File: src/rtl/bubble_pool_ctrl_if.sv
// Signal bundle between the bubble pool controller, the bubble instances and the game top level.
// The slave side is the controller; the master side is whoever drives frames, arrows and bubbles.
interface bubble_pool_ctrl_if #(
    parameter int N       = 7,
    parameter int SCORE_W = 16
);
    logic                 startOfFrame;
    logic                 start;
    logic                 arrowHit;
    logic [N-1:0]         slotDrawReq;
    logic [N*8-1:0]       slotRGB;
    logic [N-1:0]         spawn;
    logic [N-1:0]         hit;
    logic [N-1:0]         alive;
    logic                 drawingRequest;
    logic [7:0]           RGBout;
    logic [5:0]           remaining;
    logic [SCORE_W-1:0]   score;
    logic                 win;

    modport slave (
        input  startOfFrame, start, arrowHit, slotDrawReq, slotRGB,
        output spawn, hit, alive, drawingRequest, RGBout, remaining, score, win
    );

    modport master (
        output startOfFrame, start, arrowHit, slotDrawReq, slotRGB,
        input  spawn, hit, alive, drawingRequest, RGBout, remaining, score, win
    );
endinterface

File: src/rtl/bubble_pool_ctrl.sv
// Controller for a heap-ordered split tree of bubbles: tracks live slots, arbitrates arrow hits
// with a frame-based lockout, spawns children on a pop, muxes pixels and keeps score / win.
module bubble_pool_ctrl #(
    parameter int          LEVELS         = 3,
    parameter int          HOLDOFF_FRAMES = 2,
    parameter int          SCORE_BASE     = 10,
    parameter int          SCORE_W        = 16,
    parameter logic [7:0]  TRANSPARENT    = 8'hFF
) (
    input  logic              clk,
    input  logic              resetN,
    bubble_pool_ctrl_if.slave bus
);
    localparam int N      = (1 << LEVELS) - 1;
    localparam int IDX_W  = LEVELS;
    localparam int HOLD_W = $clog2(HOLDOFF_FRAMES + 2);
    localparam int SUM_W  = SCORE_W + 8;
    localparam logic [SCORE_W-1:0] SCORE_MAX = '1;

    typedef enum logic [1:0] {IDLE, ARMED, LOCKOUT, WON} stateT;

    stateT               state, stateNext;
    logic [HOLD_W-1:0]   holdCnt;
    logic [N-1:0]        spawnQ, hitQ, aliveQ;
    logic [SCORE_W-1:0]  scoreQ, scoreNext;
    logic [5:0]          remainingQ;

    logic                found;
    logic [IDX_W-1:0]    selIdx;
    logic [2:0]          selLvl;
    logic [7:0]          selRGB;
    logic [N-1:0]        hitMask, childMask;
    logic [SUM_W-1:0]    scoreInc, scoreSum;
    logic                doLaunch, doHit;

    // Heap level of a slot: position of the highest set bit of (idx+1)
    function automatic logic [2:0] slotLevel(input int idx);
        logic [2:0] lvl;
        lvl = 3'd0;
        for (int j = 1; j < 6; j++) begin
            if (((idx + 1) >> j) != 0) lvl = 3'(j);
        end
        return lvl;
    endfunction

    // Lowest-index alive drawing slot; shared by the pixel mux and hit arbitration
    always_comb begin
        found  = 1'b0;
        selIdx = '0;
        selLvl = '0;
        selRGB = TRANSPARENT;
        for (int i = N - 1; i >= 0; i--) begin
            if (aliveQ[i] && bus.slotDrawReq[i]) begin
                found  = 1'b1;
                selIdx = IDX_W'(i);
                selLvl = slotLevel(i);
                selRGB = bus.slotRGB[8*i +: 8];
            end
        end
    end

    always_comb begin
        hitMask   = '0;
        childMask = '0;
        for (int i = 0; i < N; i++) begin
            hitMask[i] = found && (selIdx == IDX_W'(i));
        end
        for (int c = 1; c < N; c++) begin
            childMask[c] = found && (selIdx == IDX_W'((c - 1) / 2));
        end
    end

    always_comb begin
        scoreInc  = SUM_W'(SCORE_BASE) << selLvl;
        scoreSum  = SUM_W'(scoreQ) + scoreInc;
        scoreNext = (scoreSum > SUM_W'(SCORE_MAX)) ? SCORE_MAX : scoreSum[SCORE_W-1:0];
    end

    always_ff @(posedge clk or negedge resetN) begin
        if (!resetN) state <= IDLE;
        else         state <= stateNext;
    end

    // The last pop goes straight to WON so win and remaining==0 appear together
    always_comb begin
        stateNext = state;
        doLaunch  = 1'b0;
        doHit     = 1'b0;
        case (state)
            IDLE, WON: begin
                if (bus.start) begin
                    doLaunch  = 1'b1;
                    stateNext = ARMED;
                end
            end
            ARMED: begin
                if (bus.arrowHit && found) begin
                    doHit     = 1'b1;
                    stateNext = (remainingQ == 6'd1) ? WON : LOCKOUT;
                end
            end
            LOCKOUT: begin
                if ((holdCnt == '0) && !bus.arrowHit) stateNext = ARMED;
            end
            default: stateNext = IDLE;
        endcase
    end

    always_ff @(posedge clk or negedge resetN) begin
        if (!resetN) begin
            spawnQ     <= '0;
            hitQ       <= '0;
            aliveQ     <= '0;
            scoreQ     <= '0;
            remainingQ <= 6'(N);
            holdCnt    <= '0;
        end else begin
            spawnQ <= '0;
            hitQ   <= '0;
            if (doLaunch) begin
                spawnQ     <= N'(1);
                aliveQ     <= N'(1);
                scoreQ     <= '0;
                remainingQ <= 6'(N);
            end else if (doHit) begin
                hitQ       <= hitMask;
                spawnQ     <= childMask;
                aliveQ     <= (aliveQ & ~hitMask) | childMask;
                scoreQ     <= scoreNext;
                remainingQ <= remainingQ - 6'd1;
                holdCnt    <= HOLD_W'(HOLDOFF_FRAMES);
            end else if ((state == LOCKOUT) && bus.startOfFrame && (holdCnt != '0)) begin
                holdCnt <= holdCnt - 1'b1;
            end
        end
    end

    assign bus.spawn          = spawnQ;
    assign bus.hit            = hitQ;
    assign bus.alive          = aliveQ;
    assign bus.score          = scoreQ;
    assign bus.remaining      = remainingQ;
    assign bus.win            = (state == WON);
    assign bus.drawingRequest = found;
    assign bus.RGBout         = selRGB;
endmodule

File: src/flat_wrapper.sv
// flat-port wrapper written by rule: the top's interface ports become plain ports
module bubble_pool_ctrl_flat 
#(
    parameter int          LEVELS         = 3,
    parameter int          HOLDOFF_FRAMES = 2,
    parameter int          SCORE_BASE     = 10,
    parameter int          SCORE_W        = 16,
    parameter logic [7:0]  TRANSPARENT    = 8'hFF
)
  (clk, resetN, bus_startOfFrame, bus_start, bus_arrowHit, bus_slotDrawReq, bus_slotRGB, bus_spawn, bus_hit, bus_alive, bus_drawingRequest, bus_RGBout, bus_remaining, bus_score, bus_win);
  bubble_pool_ctrl_if #(.N((7)), .SCORE_W(SCORE_W)) bus_i ();
  input  logic clk;
  input  logic resetN;
  input wire logic [$bits(bus_i.startOfFrame)-1:0] bus_startOfFrame;
  input wire logic [$bits(bus_i.start)-1:0] bus_start;
  input wire logic [$bits(bus_i.arrowHit)-1:0] bus_arrowHit;
  input wire logic [$bits(bus_i.slotDrawReq)-1:0] bus_slotDrawReq;
  input wire logic [$bits(bus_i.slotRGB)-1:0] bus_slotRGB;
  output wire logic [$bits(bus_i.spawn)-1:0] bus_spawn;
  output wire logic [$bits(bus_i.hit)-1:0] bus_hit;
  output wire logic [$bits(bus_i.alive)-1:0] bus_alive;
  output wire logic [$bits(bus_i.drawingRequest)-1:0] bus_drawingRequest;
  output wire logic [$bits(bus_i.RGBout)-1:0] bus_RGBout;
  output wire logic [$bits(bus_i.remaining)-1:0] bus_remaining;
  output wire logic [$bits(bus_i.score)-1:0] bus_score;
  output wire logic [$bits(bus_i.win)-1:0] bus_win;
  assign bus_i.startOfFrame = bus_startOfFrame;
  assign bus_i.start = bus_start;
  assign bus_i.arrowHit = bus_arrowHit;
  assign bus_i.slotDrawReq = bus_slotDrawReq;
  assign bus_i.slotRGB = bus_slotRGB;
  assign bus_spawn = bus_i.spawn;
  assign bus_hit = bus_i.hit;
  assign bus_alive = bus_i.alive;
  assign bus_drawingRequest = bus_i.drawingRequest;
  assign bus_RGBout = bus_i.RGBout;
  assign bus_remaining = bus_i.remaining;
  assign bus_score = bus_i.score;
  assign bus_win = bus_i.win;
  bubble_pool_ctrl #(.LEVELS(LEVELS), .HOLDOFF_FRAMES(HOLDOFF_FRAMES), .SCORE_BASE(SCORE_BASE), .SCORE_W(SCORE_W), .TRANSPARENT(TRANSPARENT)) u_core (.clk(clk), .resetN(resetN), .bus(bus_i));
endmodule
File: config.mk
export PLATFORM = sky130hd
export DESIGN_NAME = bubble_pool_ctrl_flat
export DESIGN_NICKNAME = d
export VERILOG_FILES = /design/src/rtl/bubble_pool_ctrl_if.sv /design/src/rtl/bubble_pool_ctrl.sv /design/src/flat_wrapper.sv
export SDC_FILE = /design/constraint.sdc
export NUM_CORES = 1
export LEC_CHECK = 0
export CAP_MARGIN = 10
export CELL_PAD_IN_SITES_DETAIL_PLACEMENT = 1
export CELL_PAD_IN_SITES_GLOBAL_PLACEMENT = 1
export CORE_MARGIN = 1
export CORE_UTILIZATION = 27
export DETAILED_ROUTE_END_ITERATION = 7
export GPL_TIMING_DRIVEN = 0
export HOLD_SLACK_MARGIN = 0.05
export PLACE_DENSITY_LB_ADDON = 0.1
export SYNTH_ARGS = -nofsm -noshare
export SYNTH_HDL_FRONTEND = slang
export SYNTH_SLANG_ARGS = --single-unit
File: constraint.sdc
create_clock -name clk -period 2.6 [get_ports clk]
set_input_delay 0.26 -clock clk [delete_from_list [all_inputs] [get_ports clk]]
set_output_delay 0.26 -clock clk [all_outputs]
set_load 0.01 [all_outputs]
Word level (Yosys, flattened, before mapping)
Index checks and enable logic that the tools add are counted. Widths: inputs -> output; s select.

Register bits: 47. Input bits: 68. Output and inout port bits: 53. Logic and storage cells: 107.

Add/sub/neg operators: 3. Order comparisons: 1. Eq/ne operators: 13. Shifts and indexed selects: 1. Multiplexer cells: 50. Bitwise operators: 4. Reduce and logical (&&, ||, !) cells: 28.

Operator list (number): $mux 8 (7); $mux 16 (3); $mux 7 (6); $add 16x24->24 (1); $gt 24x16->1 const B (1); $mux 2 (12); $shl 4x2->24 const A (1); $mux 3 (7); $logic_and 1x1->1 (18); $mux 1 (12); $mux 6 (2); $eq 3x3->1 const B (3); $and 7x7->7 (1); $not 7->7 (1); $or 7x7->7 (1); $eq 3x2->1 const B (2); $eq 6x1->1 const B (1); $pmux 2 s3 (1); $reduce_bool 2->1 (3); $sub 6x1->6 const B (1); $eq 2x2->1 const B (2); $logic_not 2->1 (2); $ne 2x1->1 const B (2); $eq 3x1->1 const B (1); other kinds (9) (9).

Logic depth before layout (Yosys ltp)
Gate-level depths: netlist of run 1.

Depth in word-level cells: 15. Gate-level depth with buffers: 13. Mapped depth without buffers: 12.

Worst setup path after synthesis of run 1
No wires, ideal clock.

Path kind: register -> register. Start: reg u_core.aliveQ[1] (netlist: u_core.bus.alive[1]). End: reg u_core.scoreQ[15] (netlist: u_core.bus.score[15]). Setup time: 0.133 ns. Data arrival time: 2.656 ns. Data required time: 2.467 ns. Setup slack: -0.189 ns. Stages on the path, launching flop included: 14. Buffers on the path: 1. Clock period less this slack: 2.789 ns. Path through: dfrtp_1 -> and2_1 -> clkbuf_1 -> nor2_1 -> nand2_1 -> a21oi_1 -> nor2_1 -> ha_1 -> fa_1 -> a21o_1 -> a221oi_1 -> nor3b_1 -> a31oi_1 -> nor3_1.

Word-level cells in the longest chain between the ends: 9. Elaborated cells between the ends (all ways): 15. Those cells by class: add/sub (1); order compare (1); shift (1); mux (9); reduce/logical (3).

RTL lines: start, declared (RTL line bubble_pool_ctrl.sv:24) `logic [N-1:0] spawnQ, hitQ, aliveQ;`; start signal, assigned (RTL line bubble_pool_ctrl.sv:128) `aliveQ <= (aliveQ & ~hitMask) | childMask;`; $logic_and 1x1->1 (*) (RTL line bubble_pool_ctrl.sv:53) `if (aliveQ[i] && bus.slotDrawReq[i]) begin`; $mux 2 (2 in a row) (RTL line bubble_pool_ctrl.sv:53); $shl 4x2->24 (RTL line bubble_pool_ctrl.sv:74) `scoreInc = SUM_W'(SCORE_BASE) << selLvl;`; $add 16x24->24 (RTL line bubble_pool_ctrl.sv:75) `scoreSum = SUM_W'(scoreQ) + scoreInc;`; $gt 24x16->1 (RTL line bubble_pool_ctrl.sv:76) `scoreNext = (scoreSum > SUM_W'(SCORE_MAX)) ? SCORE_MAX : scoreSum[SCORE_W-1:0];`; $mux 16 (RTL line bubble_pool_ctrl.sv:76); $mux 16 (RTL line bubble_pool_ctrl.sv:125) `end else if (doHit) begin`; $mux 16 (RTL line bubble_pool_ctrl.sv:120) `if (doLaunch) begin`; end signal, assigned (RTL line bubble_pool_ctrl.sv:129) `scoreQ <= scoreNext;`; end, declared (RTL line bubble_pool_ctrl.sv:25) `logic [SCORE_W-1:0] scoreQ, scoreNext;`.

Every way passes the cells marked *; elsewhere a longest branch is shown, timed or not. The select of a mux whose other input is x is not followed. A chain may end at the register's enable or synchronous reset.

Worst setup path in the final report of run 1
Start: in bus_slotDrawReq[0]. End: reg u_core.scoreQ[15] (netlist: u_core.bus.score[15]).

Word-level cells in the longest chain between the ends: 8. Elaborated cells between the ends (all ways): 13. Those cells by class: add/sub (1); order compare (1); shift (1); mux (7); reduce/logical (3).

RTL lines: start, declared (RTL line flat_wrapper.sv:17) `input wire logic [$bits(bus_i.slotDrawReq)-1:0] bus_slotDrawReq;`; $logic_and 1x1->1 (*) (RTL line bubble_pool_ctrl.sv:53); $mux 2 (RTL line bubble_pool_ctrl.sv:53); $shl 4x2->24 (RTL line bubble_pool_ctrl.sv:74); $add 16x24->24 (RTL line bubble_pool_ctrl.sv:75); $gt 24x16->1 (RTL line bubble_pool_ctrl.sv:76); $mux 16 (RTL line bubble_pool_ctrl.sv:76); $mux 16 (RTL line bubble_pool_ctrl.sv:125); $mux 16 (RTL line bubble_pool_ctrl.sv:120).

Marked as above.

==> results of run 1 <==
## cells by family (layout without fill, tap and decap cells)
family / count (synthesis) / after routing
compound gates: 95 / 95
xor+xnor: 11 / 11
fa+ha+maj: 13 / 13
buf+inv: 32 / 176
flops: 41 / 41
mux: 6 / 6
other cells: 1 / 1
simple gates: 119 / 119
## critical path, stage by stage
cell and delay, ns:
clkdlybuf4s50_1 0.47, and2_4 0.19, nor2_4 0.10, nand2_2 0.09, a21oi_4 0.16, nor2_1 0.06, ha_2 0.19, fa_2 0.34
a21o_1 0.23, a221oi_4 0.35, nor3b_2 0.12, nor4b_2 0.17, nor3_1 0.12
## area by class of cell
class / instances / area, µm² / share of cell area (%)
clock buffers: 6 / 72.6 / 1.60
plain buffers: 18 / 131 / 2.90
well taps: 133 / 166 / 3.68
multi-input cells: 245 / 1690 / 37.4
flip-flops and latches: 41 / 1030 / 22.8
inverters: 12 / 45.0 / 0.995
repair buffers: 138 / 1350 / 29.9
clock inverters: 2 / 35.0 / 0.774
## flip-flops by register name, summed over array words and instances (netlist names)
signal	cells
u_core.state	2
u_core.bus.score	16
u_core.bus.spawn	4
u_core.bus.remaining	6
u_core.holdCnt	2
u_core.bus.hit	4
u_core.bus.alive	7
## where the power goes
| part | internal (mW) | switching, mW | total [mW] |
|---|---|---|---|
| combinational | 0.0940 | 0.0416 | 0.136 |
| clock | 0.285 | 0.238 | 0.524 |
| sequential | 0.637 | 0 | 0.637 |
## layout by cell type, fill, tap and decap left out, types with 3 or more instances in the layout
cell,count
clkdlybuf4s50_1,115
dfrtp_1,36
nand2_1,32
buf_4,25
nor2_1,24
o21ai_0,18
nand3_1,14
inv_1,12
a21oi_1,12
and3_1,10
ha_1,10
o22ai_1,9
xnor2_1,9
clkbuf_8,7
nor4_1,7
a221oi_1,7
o221ai_1,7
o21ai_1,7
nand2_2,6
a21o_1,6
mux2i_1,6
a31oi_1,5
a21oi_4,4
nand2b_1,4
clkbuf_1,3
o211ai_1,3
dlymetal6s2s_1,3
dfstp_2,3
## through the flow
step | hold slack [ns] | util [%]
global placement | 0.472 | 42.0
CTS | 0.366 | 45.0
detailed placement | 0.166 | 42.2
finish | 0.364 | 46.1
floorplan | -0.0356 | -
global route | 0.383 | 46.1
## per-layer routing
metal | global-route usage, % | vias to the layer above | wire, µm
met2 | 37.7 | 98 | 5330
met4 | 5.60 | 0 | 163
met1 | 25.5 | 1467 | 4750
met3 | 4.20 | 10 | 734
met5 | 0 | - | 0
li1 | - | 1448 | -
## what timing repair did
action | CTS | global route
setup buffers | 8 | 8
setup endpoints to repair | 25 | 22
hold buffers | 1 | 0
resized for setup | 34 | 13
pin swaps | 9 | 9
hold endpoints to repair | 10 | 0
## worst paths after layout
kind / startpoint / endpoint / slack (ns) / cells after the start
worst max register to register: u_core.bus.alive[0] / u_core.bus.score[15] / -0.02 / 12
min in group clk: u_core.holdCnt[0] / u_core.holdCnt[0] / 0.49 / 1
worst max-delay path: bus_slotDrawReq[0] / u_core.bus.score[15] / -0.05 / 13
worst min-delay path: resetN / u_core.state[0] / 0.36 / 2
worst min register to register: u_core.holdCnt[0] / u_core.holdCnt[0] / 0.49 / 1
max in group asynchronous: resetN / u_core.bus.remaining[1] / 1.69 / 3
==> flow_summary.ini, run 1 <==
[logic_synthesis]
yosysSeqAreaShare_pct = 37.6
avgSynthCellArea_um2 = 8.61
yosysWarningCount = 0
synth_compound_area_share_pct = 23.5
synthArstFlopShare_pct = 100
yosysMostFrequentCell = dfrtp_1
yosys.area.top_type = dfrtp_1
yosys.cell_types.count = 50
ys.flop_type = dfrtp_1
synthCells = 318
synth_edf_count = 0
netlist.area_leader.share_pct = 34.7
syn_area_um2 = 2740
yosys.area_share.simple_pct = 20.9
ys_ff_latch = 41
synthAdderAreaFrac_pct = 6.22
synth_commonest_cells = 38 x dfrtp_1, 37 x nand2_1, 26 x nor2_1
synthMuxAreaShare_pct = 2.19
synth_xor_xnor_area_share_pct = 3.52
synthTopCellsByArea = dfrtp_1 35%, ha_1 5.5%, nand2_1 5.1%
synthesis.nets = 399
synth_top_family_by_area = compound AO/OA/AOI/OAI gates

[timing]
rsz0062_at_grt = true
setup_violations = 4
min_period_ns = 2.65
worstMarginPinSlew_ns = 0.623
slew_violations = 0
fin_skew_ns = 0.0118
setup_tns_ns = -0.149
period_share_pct = 102
relSlewSlack_pct = 58.5
max_freq_ghz = 0.378
finalHoldViolations = 0
finalWorstSetupSlack_ns = -0.0454

[layout]
area_delta_synth_final_pct = 65.3
n_antenna_cell = 0
fin_area_um2 = 4530
n_fill_cell = 1179
layout.nets = 542
final_cells = 595
drive_gt1_share_pct = 16.2

[grt]
grt_max_degree = 32
antenna_found_initial = 0
grt_pass1_vias = 3116
grt_pass1_wl_um = 16700
grt_usage_pct = 21.0
grt_overflow_total = 0

[clock_network]
clock_path_buffers = 2
clock_sinks = 41
cts_buffers = 5
path_clk_slew_ns = 0.09
clock_latency_ns = 0.30
htree_num_levels = 2
tritoncts = yes
cts-root-buf = clkbuf_8

[routing]
post_drt_wl_per_cell_um = 18.5
dr.pass1.iters = 4
drc = 0
via_count = 3023
avgViaCountPerCell = 5.08
ant_nets = 0
drt_iter0_markers = 100
wirelength_um = 11000

[setup_path]
critical_path_peak_fanout = 4
cp-end-kind = register
start_kind = input pin
path_class = in2reg
required_ns = 2.82
arrival_ns = 2.86

[power]
fin_total_pwr_mw = 1.30
power_leakage_nw = 1.95
max-vdd-ir-drop_mv = 0.237
powerDensity_nw_per_um2 = 286

[placed_design]
dp_hpwl_um = 8220
port-buffer-count = 120
post-place-ws_ns = -0.852
place_area_um2 = 4140
dpl.cell_count = 572
gp_congestion = 0.769

[run_status]
run_status = complete, but fails checks
violations = negative setup slack

[floorplan]
io_pins = 121
initial_utilization_pct = 27.9
rows = 36
dieArea_um2 = 10500
die_y_um = 103
fp.coreArea_um2 = 9820
die_x_um = 103

[worst_hold_path]
min_path_type = in2async

[run]
maxCapViolCount = 0
(Power assumes the default switching activity.)
==> run 2, diff against run 1 <==
--- a/config.mk
+++ b/config.mk
@@ -14,6 +14,7 @@
 export GPL_TIMING_DRIVEN = 0
 export HOLD_SLACK_MARGIN = 0.05
 export PLACE_DENSITY_LB_ADDON = 0.1
+export SKIP_LAST_GASP = 1
 export SYNTH_ARGS = -nofsm -noshare
 export SYNTH_HDL_FRONTEND = slang
 export SYNTH_SLANG_ARGS = --single-unit
==> results of run 2 <==
Same layout as run 1: the final DEF is identical, and so are final timing and power.
